===== src/rtl/reservation_station_pkg.sv =====
// Shared types and sizes for the reservation station and its neighbours.
package reservation_station_pkg;

    localparam int unsigned RS_LEN    = 8;
    localparam int unsigned ROB_LEN   = 4;   // ROB tag width; tag 0 = value in register file
    localparam int unsigned XLEN      = 32;
    localparam int unsigned REG_IDX_W = 5;

    typedef struct packed {
        logic [XLEN-1:0]      inst;
        logic [XLEN-1:0]      rs1_value;
        logic [XLEN-1:0]      rs2_value;
        logic [REG_IDX_W-1:0] dest_reg_idx;
        logic                 valid;
    } id_packet_t;

    typedef struct packed {
        logic [ROB_LEN-1:0] rs1_tag;
        logic [ROB_LEN-1:0] rs2_tag;
        logic               rs1_ready;
        logic               rs2_ready;
    } mt2rs_packet_t;

    typedef struct packed {
        logic [ROB_LEN-1:0] rob_entry;
        logic [XLEN-1:0]    rs1_value;
        logic [XLEN-1:0]    rs2_value;
    } rob2rs_packet_t;

    typedef struct packed {
        logic [ROB_LEN-1:0] reg_tag;
        logic [XLEN-1:0]    reg_value;
    } cdb_packet_t;

    typedef struct packed {
        logic [ROB_LEN-1:0] rob_entry;
    } rs2rob_packet_t;

    typedef struct packed {
        logic [REG_IDX_W-1:0] dest_reg_idx;
        logic [ROB_LEN-1:0]   dest_reg_tag;
    } rs2mt_packet_t;

    typedef struct packed {
        logic [XLEN-1:0]      inst;
        logic [XLEN-1:0]      rs1_value;
        logic [XLEN-1:0]      rs2_value;
        logic [ROB_LEN-1:0]   rob_entry;
        logic [REG_IDX_W-1:0] dest_reg_idx;
        logic                 valid;
    } is_packet_t;

    typedef struct packed {
        logic [ROB_LEN-1:0] tag;
        logic               ready;
        logic [XLEN-1:0]    value;
    } operand_t;

    // Isolate the lowest set bit; zero in gives zero out.
    function automatic logic [RS_LEN-1:0] lowest_one(input logic [RS_LEN-1:0] req);
        return req & (~req + {{(RS_LEN-1){1'b0}}, 1'b1});
    endfunction

    // Resolve one source operand at dispatch, forwarding a same-cycle CDB broadcast.
    function automatic operand_t capture_operand(input logic [ROB_LEN-1:0] tag,
                                                 input logic               mt_ready,
                                                 input logic [XLEN-1:0]    id_value,
                                                 input logic [XLEN-1:0]    rob_value,
                                                 input cdb_packet_t        cdb);
        operand_t op;
        op.tag = tag;
        if (tag == '0) begin
            op.ready = 1'b1;
            op.value = id_value;
        end else if (mt_ready) begin
            op.ready = 1'b1;
            op.value = rob_value;
        end else if (cdb.reg_tag == tag) begin
            op.ready = 1'b1;
            op.value = cdb.reg_value;
        end else begin
            op.ready = 1'b0;
            op.value = '0;
        end
        return op;
    endfunction

endpackage


===== src/rtl/reservation_station_entry.sv =====
// One reservation station slot: holds an instruction until its operands arrive
// and it is explicitly freed by execution.
import reservation_station_pkg::*;

module rs_entry (
    input  logic           clock,
    input  logic           reset,
    input  logic           enable,
    input  logic           clear,
    input  id_packet_t     id_packet_in,
    input  mt2rs_packet_t  mt2rs_packet_in,
    input  rob2rs_packet_t rob2rs_packet_in,
    input  cdb_packet_t    cdb_packet_in,
    output logic           busy,
    output logic           ready,
    output is_packet_t     entry_packet
);

    logic                 busy_q;
    logic [XLEN-1:0]      inst_q;
    logic [REG_IDX_W-1:0] dest_q;
    logic [ROB_LEN-1:0]   rob_q;
    operand_t             op1_q, op2_q;
    operand_t             op1_new, op2_new;
    logic                 cdb_live;

    assign cdb_live = (cdb_packet_in.reg_tag != '0);

    // Operand values as they would be captured if this entry allocates now.
    always_comb begin
        op1_new = capture_operand(mt2rs_packet_in.rs1_tag, mt2rs_packet_in.rs1_ready,
                                  id_packet_in.rs1_value, rob2rs_packet_in.rs1_value,
                                  cdb_packet_in);
        op2_new = capture_operand(mt2rs_packet_in.rs2_tag, mt2rs_packet_in.rs2_ready,
                                  id_packet_in.rs2_value, rob2rs_packet_in.rs2_value,
                                  cdb_packet_in);
    end

    // Entry state: clear beats allocation, allocation beats CDB wakeup.
    always_ff @(posedge clock) begin
        if (reset) begin
            busy_q <= 1'b0;
            inst_q <= '0;
            dest_q <= '0;
            rob_q  <= '0;
            op1_q  <= '0;
            op2_q  <= '0;
        end else if (clear) begin
            busy_q      <= 1'b0;
            op1_q.ready <= 1'b0;
            op2_q.ready <= 1'b0;
        end else if (enable) begin
            busy_q <= 1'b1;
            inst_q <= id_packet_in.inst;
            dest_q <= id_packet_in.dest_reg_idx;
            rob_q  <= rob2rs_packet_in.rob_entry;
            op1_q  <= op1_new;
            op2_q  <= op2_new;
        end else if (busy_q && cdb_live) begin
            if (!op1_q.ready && op1_q.tag == cdb_packet_in.reg_tag) begin
                op1_q.ready <= 1'b1;
                op1_q.value <= cdb_packet_in.reg_value;
            end
            if (!op2_q.ready && op2_q.tag == cdb_packet_in.reg_tag) begin
                op2_q.ready <= 1'b1;
                op2_q.value <= cdb_packet_in.reg_value;
            end
        end
    end

    // Present the held instruction; valid marks it as issuable.
    always_comb begin
        busy                      = busy_q;
        ready                     = busy_q & op1_q.ready & op2_q.ready;
        entry_packet.inst         = inst_q;
        entry_packet.rs1_value    = op1_q.value;
        entry_packet.rs2_value    = op2_q.value;
        entry_packet.rob_entry    = rob_q;
        entry_packet.dest_reg_idx = dest_q;
        entry_packet.valid        = ready;
    end

endmodule


===== src/rtl/reservation_station.sv =====
// Unified reservation station: allocates one entry per cycle from dispatch,
// wakes operands off the CDB and offers the lowest ready entry for issue.
import reservation_station_pkg::*;

module reservation_station (
    input  logic              clock,
    input  logic              reset,
    input  id_packet_t        id_packet_in,
    input  mt2rs_packet_t     mt2rs_packet_in,
    input  rob2rs_packet_t    rob2rs_packet_in,
    input  cdb_packet_t       cdb_packet_in,
    input  logic [RS_LEN-1:0] rs_entry_clear_in,
    output rs2rob_packet_t    rs2rob_packet_out,
    output rs2mt_packet_t     rs2mt_packet_out,
    output is_packet_t        is_packet_out,
    output logic [RS_LEN-1:0] rs_entry_clear_out,
    output logic              valid
);

    logic [RS_LEN-1:0] rs_entry_busy;
    logic [RS_LEN-1:0] rs_entry_ready;
    logic [RS_LEN-1:0] rs_entry_enable;
    logic [RS_LEN-1:0] issue_sel;
    is_packet_t        entry_packets [RS_LEN];
    logic [XLEN-1:0]   last_inst_q;

    // Lowest free entry takes the dispatched instruction.
    always_comb begin
        rs_entry_enable = id_packet_in.valid ? lowest_one(~rs_entry_busy) : '0;
    end

    for (genvar i = 0; i < RS_LEN; i++) begin : g_entry
        rs_entry u_entry (
            .clock           (clock),
            .reset           (reset),
            .enable          (rs_entry_enable[i]),
            .clear           (rs_entry_clear_in[i]),
            .id_packet_in    (id_packet_in),
            .mt2rs_packet_in (mt2rs_packet_in),
            .rob2rs_packet_in(rob2rs_packet_in),
            .cdb_packet_in   (cdb_packet_in),
            .busy            (rs_entry_busy[i]),
            .ready           (rs_entry_ready[i]),
            .entry_packet    (entry_packets[i])
        );
    end

    // Remember the last allocation for the map table and the idle issue packet.
    always_ff @(posedge clock) begin
        if (reset) begin
            rs2mt_packet_out <= '0;
            last_inst_q      <= '0;
        end else if (|rs_entry_enable) begin
            rs2mt_packet_out.dest_reg_idx <= id_packet_in.dest_reg_idx;
            rs2mt_packet_out.dest_reg_tag <= rob2rs_packet_in.rob_entry;
            last_inst_q                   <= id_packet_in.inst;
        end
    end

    // Issue the lowest-index ready entry; otherwise show the last allocated inst, invalid.
    always_comb begin
        issue_sel          = lowest_one(rs_entry_ready);
        rs_entry_clear_out = issue_sel;
        is_packet_out      = '0;
        is_packet_out.inst = last_inst_q;
        rs2rob_packet_out  = '0;
        for (int i = 0; i < RS_LEN; i++) begin
            if (issue_sel[i]) begin
                is_packet_out               = entry_packets[i];
                rs2rob_packet_out.rob_entry = entry_packets[i].rob_entry;
            end
        end
        valid = |(~rs_entry_busy);
    end

endmodule


===== config.mk =====
export PLATFORM = sky130hd
export DESIGN_NAME = reservation_station
export DESIGN_NICKNAME = d
export VERILOG_FILES = /design/src/rtl/reservation_station_pkg.sv /design/src/rtl/reservation_station_entry.sv /design/src/rtl/reservation_station.sv
export SDC_FILE = /design/constraint.sdc
export NUM_CORES = 2
export LEC_CHECK = 0
export CAP_MARGIN = 20
export CORE_ASPECT_RATIO = 0.6
export CORE_UTILIZATION = 40
export CTS_CLUSTER_DIAMETER = 200
export DETAILED_ROUTE_END_ITERATION = 8
export GPL_TIMING_DRIVEN = 1
export PLACE_DENSITY_LB_ADDON = 0.1
export SYNTH_ARGS = -nofsm -noshare
export SYNTH_HDL_FRONTEND = slang
export SYNTH_HIERARCHICAL = 1
export SYNTH_SLANG_ARGS = --single-unit

===== constraint.sdc =====
create_clock -name clock -period 3 [get_ports clock]
set_clock_uncertainty 0.15 [all_clocks]
set_input_delay 0.6 -clock clock [delete_from_list [all_inputs] [get_ports clock]]
set_output_delay 0.6 -clock clock [all_outputs]
set_load 0.01 [all_outputs]

==> results.py <==
metrics = {
    "global_routing": {
        "antenna_found_initial": 33,
        "grt_pass1_vias": 62200,
        "grt_usage": 0.394,
        "grt_pass1_wl_um": 469000,
        "grt_max_degree": 113,
        "grt_overflow": 0,
    },
    "clock_tree": {
        "path_clk_slew_ps": 70,
        "clockBufferDepth": 3,
        "cts_root_buf": "clkbuf_16",
        "clock_latency_ps": 770,
        "cts_buffers": 105,
        "cts_tree": "yes",
        "hold_buffers": 0,
        "clock_sinks": 969,
        "h-tree-depth": 3,
    },
    "layout": {
        "final_common_cell": "nand2_1",
        "register_area_mm2": 0.0194,
        "nFillCells": 14700,
        "finish.utilization": 0.506,
        "final_cell_area_mm2": 0.0803,
        "multiInputGateArea_mm2": 0.0400,
        "final_cell_count_no_fill": 10400,
        "drive_gt1_frac": 0.254,
        "synthToLayoutAreaGrowth_pct": 25.2,
        "mostFrequentLayoutCells": "nand2_1, dfxtp_1, nor2_1",
        "nets": 8418,
    },
    "sta": {
        "grt_setup_unrepaired": "yes",
        "final-setup-viol-count": 118,
        "hold_viol": 0,
        "max_freq_mhz": 260,
        "fin_crit_sh": 1.28,
        "finalMaxSlewViolations": 0,
        "timing.final.ws_setup_ps": -841,
        "worst_pin_slew_ps": 1140,
        "relSlewSlack": 0.242,
        "hold_slack_ps": 82.1,
        "layout_min_cycle_time_ps": 3840,
    },
    "power": {
        "p_leak_nw": 25.8,
        "peakVddDrop_uv": 445,
        "sw_frac_of_total": 0.290,
        "seqPwrFrac": 0.420,
        "p_sw_mw": 9.07,
        "p_per_area_mw_per_mm2": 389,
        "internal-power_mw": 22.2,
        "clkPwrFrac": 0.446,
        "p_comb_frac": 0.134,
    },
    "drt": {
        "ant_nets": 0,
        "drcViolationCount": 18,
        "drt_iter0_drc": 10300,
        "wl_per_cell_um": 32.3,
        "drtPass1Iterations": 9,
        "wirelength_um": 337000,
        "via_count": 69100,
        "vias_per_cell": 6.63,
    },
    "setup_path": {
        "critPathArrivalTime_ps": 3090,
        "worstSetupPathType": "register to output pin",
        "cp_max_fo": 9,
        "critPathLaunch": "g_entry[2].u_entry/op1_q[32]",
        "cp-end-kind": "output pin",
        "reg2reg_from": "g_entry[1].u_entry/busy",
        "cp-start-kind": "register",
        "cp.required_ps": 2250,
    },
    "outcome": {
        "violations": "design-rule violations, negative setup slack",
        "outcome": "finished, violations left",
    },
    "min_path": {
        "hold_start": "reset",
        "min_path_type": "primary input to register",
    },
    "placement": {
        "dpl-instance-area_mm2": 0.0717,
        "pre_cts_ws_ps": -1080,
        "place_congestion": 1.12,
        "place_inst": 10100,
        "port_buffers": 353,
        "dp_hpwl_um": 225000,
    },
    "logic_synthesis": {
        "yosys_warnings": 6,
        "synth_cell_type_count": 57,
        "synth_edf_count": 0,
        "ys_seq_area_frac": 0.303,
        "ys_ff_latch": 969,
        "synth.cell_area_mm2": 0.0641,
        "synth_nets": 8499,
        "synth_ff_type": "dfxtp_1",
        "syn_area_per_cell_um2": 7.75,
        "netlist_instances": 8273,
        "async_reset_ff_frac": 0,
    },
    "floorplanning": {
        "pin_count": 354,
        "initial_utilization": 0.404,
        "die_x_um": 519,
        "row_count": 113,
        "dieArea_mm2": 0.162,
        "die_y_um": 312,
        "fp.coreArea_mm2": 0.159,
    },
    "run": {
        "maxCapViolCount": 0,
    },
}
==> layout make-up <==
type                            instances  share of cell area
Clock inverter                         39             0.00527
Sequential cell                       969               0.242
Inverter                               29             0.00142
Clock buffer                          153              0.0385
Antenna cell                           21            0.000655
Multi-Input combinational cell       5886               0.499
Tap cell                             2127              0.0332
Timing Repair Buffer                 1201               0.180
==> layer usage <==
| layer | wire (um) | share of wire | vias to the layer above | GRT usage |
|---|---|---|---|---|
| met5 | 347 | 0.0010 | - | 0.00518 |
| met4 | 10000 | 0.030 | 26 | 0.108 |
| met3 | 52600 | 0.16 | 675 | 0.162 |
| met2 | 128000 | 0.38 | 4878 | 0.517 |
| met1 | 146000 | 0.43 | 34100 | 0.576 |
| li1 | - | - | 29400 | - |
==> cells by family (layout without fill, tap and decap cells) <==
family          after synthesis  in the layout  synth area share
other cells                   0             21                 0
simple gates               3044           3045             0.232
compound gates             2669           2669             0.319
mux                          44             44           0.00687
flops                       969            969             0.303
buf+inv                    1419           1422             0.122
xor+xnor                    128            128            0.0175
==> final timing paths <==
kind | end | cells past startpoint | slack, ps
hold / removal | g_entry[4].u_entry/entry_packet[72] | 2 | 80
setup / recovery | is_packet_out[73] | 10 | -840
setup reg to reg | g_entry[7].u_entry/entry_packet[22] | 11 | 190
hold reg to reg | g_entry[5].u_entry/rob_q[3] | 2 | 310
==> sequential cells by signal, indices dropped and copies added, names as in the netlist <==
| name | flops |
|---|---|
| g_entry.u_entry/busy | 8 |
| g_entry.u_entry/dest_q | 40 |
| g_entry.u_entry/entry_packet | 512 |
| g_entry.u_entry/inst_q | 256 |
| g_entry.u_entry/op1_q | 40 |
| g_entry.u_entry/op2_q | 40 |
| g_entry.u_entry/rob_q | 32 |
| last_inst_q | 32 |
| rs2mt_packet_out | 9 |
==> timing repair <==
item                       4_1_cts  5_1_grt
gates resized for setup        932      302
pin swaps                      126      127
cloned                          19       10
setup buffers                  104       52
setup endpoints to repair      119      118
==> cell usage after synthesis (all sizes together), types with 28 or more instances <==
cell type	number	area (um2)
nand2	1399	5250
dfxtp	969	19400
buf	771	5390
nor2	625	2360
clkbuf	619	2320
o21ai	596	2980
nand3b	527	3960
a311oi	512	5540
a31o	512	4480
a21oi	491	2460
nand2b	266	1660
a22oi	126	946
o22ai	91	569
nor3	77	385
xnor2	64	561
xor2	64	561
o2bb2ai	58	508
a2bb2oi	52	455
a221oi	44	385
a22o	44	385
mux2i	44	440
nor2b	37	231
nor4	33	462
o32ai	32	280
inv	28	105
==> through the flow <==
step	total power, mW	setup TNS (ps)
2_1_floorplan	15.2	0
3_3_place_gp	17.3	-51800
3_5_place_dp	17.3	-55510
4_1_cts	31.0	-83160
5_1_grt	31.9	-84240
6_report	31.3	-80190
==> worst max-delay path, cell delays in order (launching register included) <==
cell and delay [ps]:
dfxtp_4 370, and3_4 240, nor4_4 220, buf_4 200
nand2b_4 150, buf_12 190, buf_8 150, o2bb2ai_1 270
a2bb2oi_2 240, buf_4 150, buf_12 110
==> power by group through the flow <==
| stage | sequential, mW | clock [mW] | combinational (mW) |
|---|---|---|---|
| after global routing | 13.1 | 14.5 | 4.29 |
| after detailed placement | 13.4 | 0 | 3.94 |
| after floorplan | 13.4 | 0 | 1.86 |
| final | 13.1 | 13.9 | 4.18 |
| after CTS | 13.1 | 14.0 | 3.97 |
| after global placement | 13.4 | 0 | 3.90 |
Note: power is estimated with default switching activity, not from simulation.
